--- src/rtl/axi_master_arbiter_pkg.sv ---
// Shared constants, requester indices and FSM state type for the AXI master arbiter.
package axi_master_arbiter_pkg;

  localparam logic [1:0] BURST_INCR  = 2'b01;

  localparam logic [1:0] RESP_OKAY   = 2'b00;
  localparam logic [1:0] RESP_EXOKAY = 2'b01;
  localparam logic [1:0] RESP_SLVERR = 2'b10;
  localparam logic [1:0] RESP_DECERR = 2'b11;

  localparam logic IFU = 1'b0;
  localparam logic LSU = 1'b1;

  typedef enum logic [1:0] {
    IDLE,
    RD_IFU,
    RD_LSU,
    WR_LSU
  } arb_state_t;

endpackage

--- src/rtl/axi_master_arbiter_rr_arbiter2.sv ---
// Two-way round-robin picker; the last-grant pointer only moves when both requesters compete.
module rr_arbiter2
  import axi_master_arbiter_pkg::*;
(
  input  logic       clock,
  input  logic       reset,
  input  logic [1:0] req,
  input  logic       en,
  output logic       gnt_valid,
  output logic       gnt_idx
);

  logic rr_last;

  // Pick the lone requester, or the one not served last on a conflict.
  always_comb begin
    gnt_valid = |req;
    gnt_idx   = IFU;
    if (&req)
      gnt_idx = ~rr_last;
    else if (req[LSU])
      gnt_idx = LSU;
  end

  // Remember who won the most recent conflict.
  always_ff @(posedge clock or posedge reset) begin
    if (reset)
      rr_last <= IFU;
    else if (en && (&req))
      rr_last <= ~rr_last;
  end

endmodule

--- src/rtl/axi_master_arbiter.sv ---
// Shares one AXI4 master port between the IFU (read-only) and the LSU (read/write),
// granting one whole transaction at a time.
module axi_master_arbiter
  import axi_master_arbiter_pkg::*;
#(
  parameter int unsigned ADDR_W = 32,
  parameter int unsigned DATA_W = 32,
  parameter logic [3:0]  IFU_ID = 4'd0,
  parameter logic [3:0]  LSU_ID = 4'd1
) (
  input  logic                clock,
  input  logic                reset,
  // IFU read
  input  logic [ADDR_W-1:0]   ifu_araddr,
  input  logic [7:0]          ifu_arlen,
  input  logic [2:0]          ifu_arsize,
  input  logic                ifu_arvalid,
  output logic                ifu_arready,
  output logic [DATA_W-1:0]   ifu_rdata,
  output logic [1:0]          ifu_rresp,
  output logic                ifu_rlast,
  output logic                ifu_rvalid,
  input  logic                ifu_rready,
  // LSU read
  input  logic [ADDR_W-1:0]   lsu_araddr,
  input  logic [7:0]          lsu_arlen,
  input  logic [2:0]          lsu_arsize,
  input  logic                lsu_arvalid,
  output logic                lsu_arready,
  output logic [DATA_W-1:0]   lsu_rdata,
  output logic [1:0]          lsu_rresp,
  output logic                lsu_rlast,
  output logic                lsu_rvalid,
  input  logic                lsu_rready,
  // LSU write
  input  logic [ADDR_W-1:0]   lsu_awaddr,
  input  logic [2:0]          lsu_awsize,
  input  logic                lsu_awvalid,
  output logic                lsu_awready,
  input  logic [DATA_W-1:0]   lsu_wdata,
  input  logic [DATA_W/8-1:0] lsu_wstrb,
  input  logic                lsu_wlast,
  input  logic                lsu_wvalid,
  output logic                lsu_wready,
  output logic [1:0]          lsu_bresp,
  output logic                lsu_bvalid,
  input  logic                lsu_bready,
  // Downstream read
  output logic [ADDR_W-1:0]   m_araddr,
  output logic [7:0]          m_arlen,
  output logic [2:0]          m_arsize,
  output logic [1:0]          m_arburst,
  output logic [3:0]          m_arid,
  output logic                m_arvalid,
  input  logic                m_arready,
  input  logic [DATA_W-1:0]   m_rdata,
  input  logic [1:0]          m_rresp,
  input  logic                m_rlast,
  input  logic [3:0]          m_rid,
  input  logic                m_rvalid,
  output logic                m_rready,
  // Downstream write
  output logic [ADDR_W-1:0]   m_awaddr,
  output logic [7:0]          m_awlen,
  output logic [2:0]          m_awsize,
  output logic [1:0]          m_awburst,
  output logic [3:0]          m_awid,
  output logic                m_awvalid,
  input  logic                m_awready,
  output logic [DATA_W-1:0]   m_wdata,
  output logic [DATA_W/8-1:0] m_wstrb,
  output logic                m_wlast,
  output logic                m_wvalid,
  input  logic                m_wready,
  input  logic [1:0]          m_bresp,
  input  logic [3:0]          m_bid,
  input  logic                m_bvalid,
  output logic                m_bready,
  // Status
  output logic                busy,
  output logic                proto_err
);

  arb_state_t state;
  logic       ar_done, aw_done, w_done;
  logic [7:0] len_q, beat_cnt;
  logic       gnt_valid, gnt_idx;
  logic       rd_ifu, rd_lsu, wr_lsu;
  logic       unused_ids;

  // Transactions are ordered by grant, so downstream IDs carry no routing information.
  assign unused_ids = ^{m_rid, m_bid};

  assign rd_ifu = (state == RD_IFU);
  assign rd_lsu = (state == RD_LSU);
  assign wr_lsu = (state == WR_LSU);
  assign busy   = (state != IDLE);

  rr_arbiter2 u_rr (
    .clock     (clock),
    .reset     (reset),
    .req       ({lsu_arvalid, ifu_arvalid}),
    .en        ((state == IDLE) && !lsu_awvalid),
    .gnt_valid (gnt_valid),
    .gnt_idx   (gnt_idx)
  );

  // Forward only the granted requester's AR; everything else stays quiet.
  always_comb begin
    m_araddr  = '0;
    m_arlen   = '0;
    m_arsize  = '0;
    m_arid    = '0;
    m_arvalid = 1'b0;
    if (rd_ifu) begin
      m_araddr  = ifu_araddr;
      m_arlen   = ifu_arlen;
      m_arsize  = ifu_arsize;
      m_arid    = IFU_ID;
      m_arvalid = ifu_arvalid & ~ar_done;
    end else if (rd_lsu) begin
      m_araddr  = lsu_araddr;
      m_arlen   = lsu_arlen;
      m_arsize  = lsu_arsize;
      m_arid    = LSU_ID;
      m_arvalid = lsu_arvalid & ~ar_done;
    end
  end

  assign m_arburst   = BURST_INCR;
  assign ifu_arready = rd_ifu & m_arready & ~ar_done;
  assign lsu_arready = rd_lsu & m_arready & ~ar_done;

  assign m_rready    = ar_done & ((rd_ifu & ifu_rready) | (rd_lsu & lsu_rready));
  assign ifu_rvalid  = rd_ifu & ar_done & m_rvalid;
  assign lsu_rvalid  = rd_lsu & ar_done & m_rvalid;
  assign ifu_rdata   = m_rdata;
  assign ifu_rresp   = m_rresp;
  assign ifu_rlast   = m_rlast;
  assign lsu_rdata   = m_rdata;
  assign lsu_rresp   = m_rresp;
  assign lsu_rlast   = m_rlast;

  assign m_awaddr    = wr_lsu ? lsu_awaddr : '0;
  assign m_awsize    = wr_lsu ? lsu_awsize : '0;
  assign m_awlen     = '0;
  assign m_awburst   = BURST_INCR;
  assign m_awid      = LSU_ID;
  assign m_awvalid   = wr_lsu & lsu_awvalid & ~aw_done;
  assign lsu_awready = wr_lsu & m_awready & ~aw_done;

  assign m_wdata     = wr_lsu ? lsu_wdata : '0;
  assign m_wstrb     = wr_lsu ? lsu_wstrb : '0;
  assign m_wlast     = wr_lsu & lsu_wlast;
  assign m_wvalid    = wr_lsu & lsu_wvalid & ~w_done;
  assign lsu_wready  = wr_lsu & m_wready & ~w_done;

  assign m_bready    = wr_lsu & aw_done & w_done & lsu_bready;
  assign lsu_bvalid  = wr_lsu & aw_done & w_done & m_bvalid;
  assign lsu_bresp   = m_bresp;

  // Transaction lock: grant in IDLE, track handshakes, release on last R beat or B.
  always_ff @(posedge clock or posedge reset) begin
    if (reset) begin
      state     <= IDLE;
      ar_done   <= 1'b0;
      aw_done   <= 1'b0;
      w_done    <= 1'b0;
      len_q     <= '0;
      beat_cnt  <= '0;
      proto_err <= 1'b0;
    end else begin
      case (state)
        IDLE: begin
          if (lsu_awvalid)
            state <= WR_LSU;
          else if (gnt_valid)
            state <= (gnt_idx == LSU) ? RD_LSU : RD_IFU;
        end
        RD_IFU, RD_LSU: begin
          if (m_arvalid && m_arready) begin
            ar_done  <= 1'b1;
            len_q    <= m_arlen;
            beat_cnt <= '0;
          end
          if (m_rvalid && m_rready) begin
            beat_cnt <= beat_cnt + 8'd1;
            if (m_rlast) begin
              if (beat_cnt != len_q)
                proto_err <= 1'b1;
              ar_done <= 1'b0;
              state   <= IDLE;
            end else if (beat_cnt == len_q) begin
              proto_err <= 1'b1;
            end
          end
        end
        WR_LSU: begin
          if (m_awvalid && m_awready)
            aw_done <= 1'b1;
          if (m_wvalid && m_wready)
            w_done <= 1'b1;
          if (m_bvalid && m_bready) begin
            aw_done <= 1'b0;
            w_done  <= 1'b0;
            state   <= IDLE;
          end
        end
        default: state <= IDLE;
      endcase
    end
  end

endmodule

--- config.mk ---
export PLATFORM = sky130hd
export DESIGN_NAME = axi_master_arbiter
export DESIGN_NICKNAME = d
export VERILOG_FILES = /design/src/rtl/axi_master_arbiter_pkg.sv /design/src/rtl/axi_master_arbiter_rr_arbiter2.sv /design/src/rtl/axi_master_arbiter.sv
export SDC_FILE = /design/constraint.sdc
export NUM_CORES = 1
export LEC_CHECK = 0
export BUFFER_PORTS_ARGS = -buffer_cell sky130_fd_sc_hd__buf_2
export CORE_AREA = 2 2 172 174
export CTS_CLUSTER_DIAMETER = 100
export CTS_CLUSTER_SIZE = 12
export DETAILED_ROUTE_END_ITERATION = 16
export DIE_AREA = 0 0 174 176
export SLEW_MARGIN = 25
export SYNTH_ARGS = -nofsm -noshare
export SYNTH_HDL_FRONTEND = slang
export SYNTH_SLANG_ARGS = --single-unit
--- constraint.sdc ---
create_clock -name clock -period 3.3 [get_ports clock]
set_input_delay 0.33 -clock clock [delete_from_list [all_inputs] [get_ports clock]]
set_output_delay 0.33 -clock clock [all_outputs]
set_load 0.05 [all_outputs]
==> results.md, run 1 <==
* Initial antenna violation count at 0
* Num ports at 438
* H-tree Lvls at 1
* First-pass iteration count of the detailed router at 4
* Critical path launch point type: flop
* Top cells by count, synth: buf_4 (94), and2_1 (79), nand2_1 (73)
* Post-CTS sizing at 0
* Multi-input logic area at 1790 um2
* RSZ-0062 raised after global routing: no
* Clock sinks at 23
* Clk_skew at 0.00225 ns
* Post-layout util at 0.158
* Post-synthesis register bit count at 23
* Post-CTS Hold Fix Bufs at 0
* FF/Latch Area at 576 um2
* Syn Area/Cell at 7.23 um2
* Number of diodes at 0
* Vias post-DR at 3423
* Area growth syn-to-layout at 44.8%
* Fin Setup TNS at 0 ns
* Synth top area share at 0.226
* Worst skew pair latency at 0.26 ns
* Pwr Density at 864 nW/um2
* Register area share after synthesis at 0.184
* Num CTS Buffers at 3
* Largest net degree at the start of global routing at 50
* Grt ovf at 0
* Unique cell type count in the Yosys netlist at 39
* Max Buffers Root-to-Sink at 2
* Core area at 28500 um2
* Leakage power at 2.53 nW
* Setup CP Type: reg2out
* Fin nets at 871
* Share of cells above drive strength 1 at 0.507
* All-layer global routing usage at 0.0736
* Worst Setup SP: state[0]
* Gpl congestion at 0.804
* First-pass GRT wire length at 18.0 mm
* WP data arrival at 2.27 ns
* Crit path cell chain: inv_1 -> ha_1 -> nor2b_1 -> buf_4 -> a22o_1 -> buf_2
* Post-Syn Area at 3120 um2
* Critical Path Fanout Max at 6
* Routed vias/inst at 3.32
* FILL cells at 3320
* Die width at 174 um
* Slowest cell on crit path: nor2b_1
* Number of global-route vias before repair at 3066
* Final setup viols at 0
* CP Capture Type: output port
* CP max stage delay at 0.47 ns
* DIE HEIGHT at 176 um
* Wirelength per Cell at 12.0 um
* Fmax at 385 MHz
* Synth area leader: buf_4
* Total wire length at 12.4 mm
* Delay-heaviest family, CP: buffers and inverters
* CP Buf/Inv Count at 3
* Slew Limit Fails at 0
* EDFF count, synth at 0
* CTS tree: done
* # DRC at 0
* Relative max-transition margin at 0.554
* Final Hold Viols at 0
* Worst Hold Class: in2async
* Max Cap Viol at 0
* Final HPWL DP at 10.7 mm
* YS warnings at 0
* Final hold slack at 0.108 ns
* Min Clock Period, post-route at 2.60 ns
* Most frequent cell after synthesis: buf_4
* ANT nets after route at 0
* Die area at 30600 um2
* Max VDD drop at 0.000347 V
* DRT iter0 DRCs at 180
* Ranking of synthesized cells by area: buf_4 (23%), dfrtp_1 (18%), and2_1 (16%), nand2_1 (8.8%), o21ai_0 (5.6%)
* FP Rows at 62
* Async set or reset register ratio after synthesis at 1.00
* RR Startpoint: state[1]
* Post-CTS Setup Bufs at 0
* Cells after Synth at 432
* Worst slew pin tran at 0.669 ns
* Top_reg_cell synth: dfrtp_1
* Status: finished clean
* CTS root buf: clkbuf_16
* Req. time, crit path at 2.97 ns
* Port bufs at 304
* Tcrit/Tclk final at 0.787
* Initial Utilization at 0.109
* Worst-path clk slew at 0.06 ns
==> layer usage <==
layer | wire, um | share of wire | global-route usage | vias to the layer above
met2 | 5840 | 0.47 | 0.118 | 160
li1 | - | - | - | 1721
met5 | 0 | 0 | 0 | -
met4 | 137 | 0.011 | 0.0137 | 0
met1 | 5380 | 0.43 | 0.100 | 1515
met3 | 1040 | 0.084 | 0.0200 | 27
==> placed cells by master (no fill, tap or decap), types with 7 or more instances in the layout <==
| master | instances |
|---|---|
| mux2_2 | 8 |
| nor2_1 | 7 |
| nand3_1 | 8 |
| xnor2_1 | 9 |
| o21ai_0 | 35 |
| a22o_1 | 10 |
| buf_2 | 304 |
| and2_1 | 79 |
| conb_1 | 19 |
| dfrtp_1 | 23 |
| and3_1 | 7 |
| nand2_1 | 73 |
| nand4_1 | 7 |
==> path summary, 6_finish.rpt <==
path / slack, ns / cells past startpoint / end
max: 0.70 / 6 / m_arlen[0]
min reg2reg: 0.47 / 1 / u_rr.rr_last
min: 0.11 / 2 / proto_err
max reg2reg: 1.15 / 5 / len_q[5]
min in group clock: 0.35 / 3 / aw_done
max in group asynchronous: 2.84 / 2 / w_done
==> final cells by class <==
class / instances / share of cell area
Multi-Input combinational cell: 303 / 0.397
Timing Repair Buffer: 310 / 0.346
Sequential cell: 23 / 0.127
Tap cell: 384 / 0.106
Clock buffer: 3 / 0.0166
Inverter: 7 / 0.00581
Clock inverter: 1 / 0.00111
==> kinds of logic (layout without fill, tap and decap cells) <==
family                     Yosys count  count (layout)  synth area share
and+or+nand+nor                    194             194             0.325
buffers and inverters              123             321             0.263
AOI/OAI and AO/OA                   60              60             0.123
DFF                                 23              23             0.184
muxes                               13              13            0.0465
xor gates and xnor gates            11              11            0.0309
adders and majority gates            6               6            0.0240
other                                2              19           0.00241
==> stage by stage <==
step	worst slack, ns	area, um2	instances	total power [mW]
detailed placement	0.905	4440	1027	3.67
CTS	0.609	4520	1031	3.96
floorplan	0.758	3190	449	3.15
global placement	0.946	4440	1027	3.65
global route	0.475	4520	1031	4.18
finish	0.702	4520	1031	3.91
==> where the power goes <==
part / internal (mW) / switching, mW / leakage (nW) / total, mW
combinational: 0.785 / 2.37 / 2.19 / 3.15
clock: 0.163 / 0.109 / 0.0409 / 0.272
sequential: 0.380 / 0.0984 / 0.299 / 0.478
total: 1.33 / 2.58 / 2.53 / 3.91
==> sequential cells by signal, summed over array words and instances, names as in the netlist <==
name          cells
beat_cnt          8
len_q             8
state             2
ar_done           1
aw_done           1
proto_err         1
u_rr.rr_last      1
w_done            1
==> worst reg2reg max path: stages, from the launching register on <==
cell,delay (ns)
dfrtp_1,0.42
inv_1,0.11
ha_2,0.38
and3b_1,0.27
o211ai_4,0.45
mux2_2,0.40
(Power assumes the default switching activity.)
==> run 2: changes to the inputs <==
--- a/config.mk
+++ b/config.mk
@@ -6,11 +6,11 @@
 export NUM_CORES = 1
 export LEC_CHECK = 0
 export BUFFER_PORTS_ARGS = -buffer_cell sky130_fd_sc_hd__buf_2
-export CORE_AREA = 2 2 172 174
+export CORE_AREA = 2 2 169 171
 export CTS_CLUSTER_DIAMETER = 100
 export CTS_CLUSTER_SIZE = 12
 export DETAILED_ROUTE_END_ITERATION = 16
-export DIE_AREA = 0 0 174 176
+export DIE_AREA = 0 0 171 173
 export SLEW_MARGIN = 25
 export SYNTH_ARGS = -nofsm -noshare
 export SYNTH_HDL_FRONTEND = slang
==> constraint.sdc (replaced) <==
create_clock -name clock -period 2.4 [get_ports clock]
set_input_delay 0.24 -clock clock [delete_from_list [all_inputs] [get_ports clock]]
set_output_delay 0.24 -clock clock [all_outputs]
set_load 0.05 [all_outputs]
==> run 2 against run 1 <==
- clock power up 39%
- sequential cell count unchanged
- first-iteration DRC count grew 36%
- via count up 1.1%
- critical path type unchanged
- largest cell class unchanged
==> results.md, run 2 (synthesis results as in run 1) <==
* Share of cells above drive strength 1 at 0.515
* RSZ-0062 raised after global routing: no
* FP Rows at 61
* Tcrit/Tclk final at 0.948
* Crit path cell chain: inv_1 -> ha_2 -> buf_6 -> nand2_1 -> o21ai_1 -> buf_2
* WP data arrival at 2.03 ns
* FF/Latch Area at 576 um2
* Post-CTS Hold Fix Bufs at 0
* Worst Hold Class: in2async
* First-pass GRT wire length at 17.7 mm
* Wirelength per Cell at 11.7 um
* ANT nets after route at 0
* Slew Limit Fails at 0
* DRT iter0 DRCs at 244
* CP Buf/Inv Count at 3
* Multi-input logic area at 1800 um2
* Die width at 171 um
* Worst-path clk slew at 0.07 ns
* Fin Setup TNS at 0 ns
* Setup CP Type: reg2out
* Clk_skew at 0.00356 ns
* Critical path launch point type: flop
* Final HPWL DP at 10.4 mm
* RR Startpoint: state[1]
* Largest regs: beat_cnt (8), len_q (8), state (2)
* First-pass iteration count of the detailed router at 4
* Slowest cell on crit path: dfrtp_1
* Most common cell after layout, fill and taps aside: buf_2
* Reg-to-reg endpoint: state[0]
* Num ports at 438
* Pwr Density at 1200 nW/um2
* Min Clock Period, post-route at 2.27 ns
* CP max stage delay at 0.42 ns
* Flop-to-flop setup slack at 0.36 ns
* Most frequent cells in the layout: buf_2 (301), and2_1 (79), nand2_1 (73)
* CTS root buf: clkbuf_16
* Initial Utilization at 0.113
* Clock sinks at 23
* Die area at 29600 um2
* H-tree Lvls at 1
* Max Buffers Root-to-Sink at 2
* Worst skew pair latency at 0.26 ns
* Area growth syn-to-layout at 47.9%
* Initial antenna violation count at 1
* CP Capture Type: output port
* Num CTS Buffers at 3
* Vias post-DR at 3459
* Max VDD drop at 0.000520 V
* Final Hold Viols at 0
* Final setup viols at 0
* FILL cells at 3193
* Status: finished clean
* Total wire length at 12.1 mm
* Post-layout util at 0.167
* Delay-heaviest family, CP: buffers and inverters
* Largest net degree at the start of global routing at 52
* Fmax at 440 MHz
* Leakage power at 2.59 nW
* All-layer global routing usage at 0.0748
* Grt ovf at 0
* Routed vias/inst at 3.34
* R2r worst-path depth at 6
* Fin nets at 880
* Critical Path Fanout Max at 51
* DIE HEIGHT at 173 um
* Core area at 27600 um2
* Max Cap Viol at 0
* Req. time, crit path at 2.16 ns
* Port bufs at 304
* Number of global-route vias before repair at 3230
* CTS tree: done
* # DRC at 0
* Gpl congestion at 0.835
## run 2: cell count changes in the layout (fill, tap and decap cells not counted), sizes merged
cell / previous run / this run
clkbuf: 3 / 5
buf: 310 / 317
diode: 0 / 2
## run 2: metrics by stage
stage	instances	area [um2]	setup WS, ns	hold WS [ns]	power (mW)
after floorplan	449	3190	0.107	0.242	4.37
after global placement	1030	4520	0.343	0.322	5.14
after detailed placement	1030	4520	0.315	0.314	5.16
after CTS	1034	4600	0.0150	0.0381	5.57
after global routing	1034	4610	0.0170	0.0645	5.87
final	1036	4620	0.126	0.0256	5.53
## run 2: area by class of cell
cell class | count | share of cell area
timing repair buffer | 319 | 0.359
multi-input combinational | 303 | 0.390
sequential | 23 | 0.125
clock inverter | 1 | 0.00108
clock buffer | 3 | 0.0163
tap | 378 | 0.102
antenna | 2 | 0.00108
inverter | 7 | 0.00569
## run 2: report_power, final
part | leakage (nW) | internal (mW) | switching, mW
clock | 0.0409 | 0.225 | 0.154
sequential | 0.299 | 0.522 | 0.134
combinational | 2.25 | 1.19 | 3.31
## run 2: worst max-delay path by stage
stage	startpoint	endpoint	slack (ns)	cells past startpoint
after CTS	state[1]	m_araddr[30]	0.02	6
after floorplan	state[1]	m_araddr[0]	0.11	5
after global routing	state[0]	m_araddr[22]	0.02	7
after global placement	state[1]	m_araddr[30]	0.34	6
final	state[1]	m_araddr[30]	0.13	6
after detailed placement	state[1]	m_araddr[30]	0.32	6
## run 2: repair_timing
action,CTS,global route
endpoints found under the setup margin,0,29
resized for setup,0,5
buffers inserted,0,0
## run 2: routing by layer
layer | up-vias | track usage | share of wire
met3 | 26 | 0.0261 | 0.10
met1 | 1522 | 0.104 | 0.44
li1 | 1745 | - | -
met2 | 164 | 0.112 | 0.44
met4 | 2 | 0.0134 | 0.014
met5 | - | 0 | 0.00074
## run 2: tightest hold or removal path, delay by kind of cell
kind / cells / cell delay, ns
buf+inv: 3 / 0.44
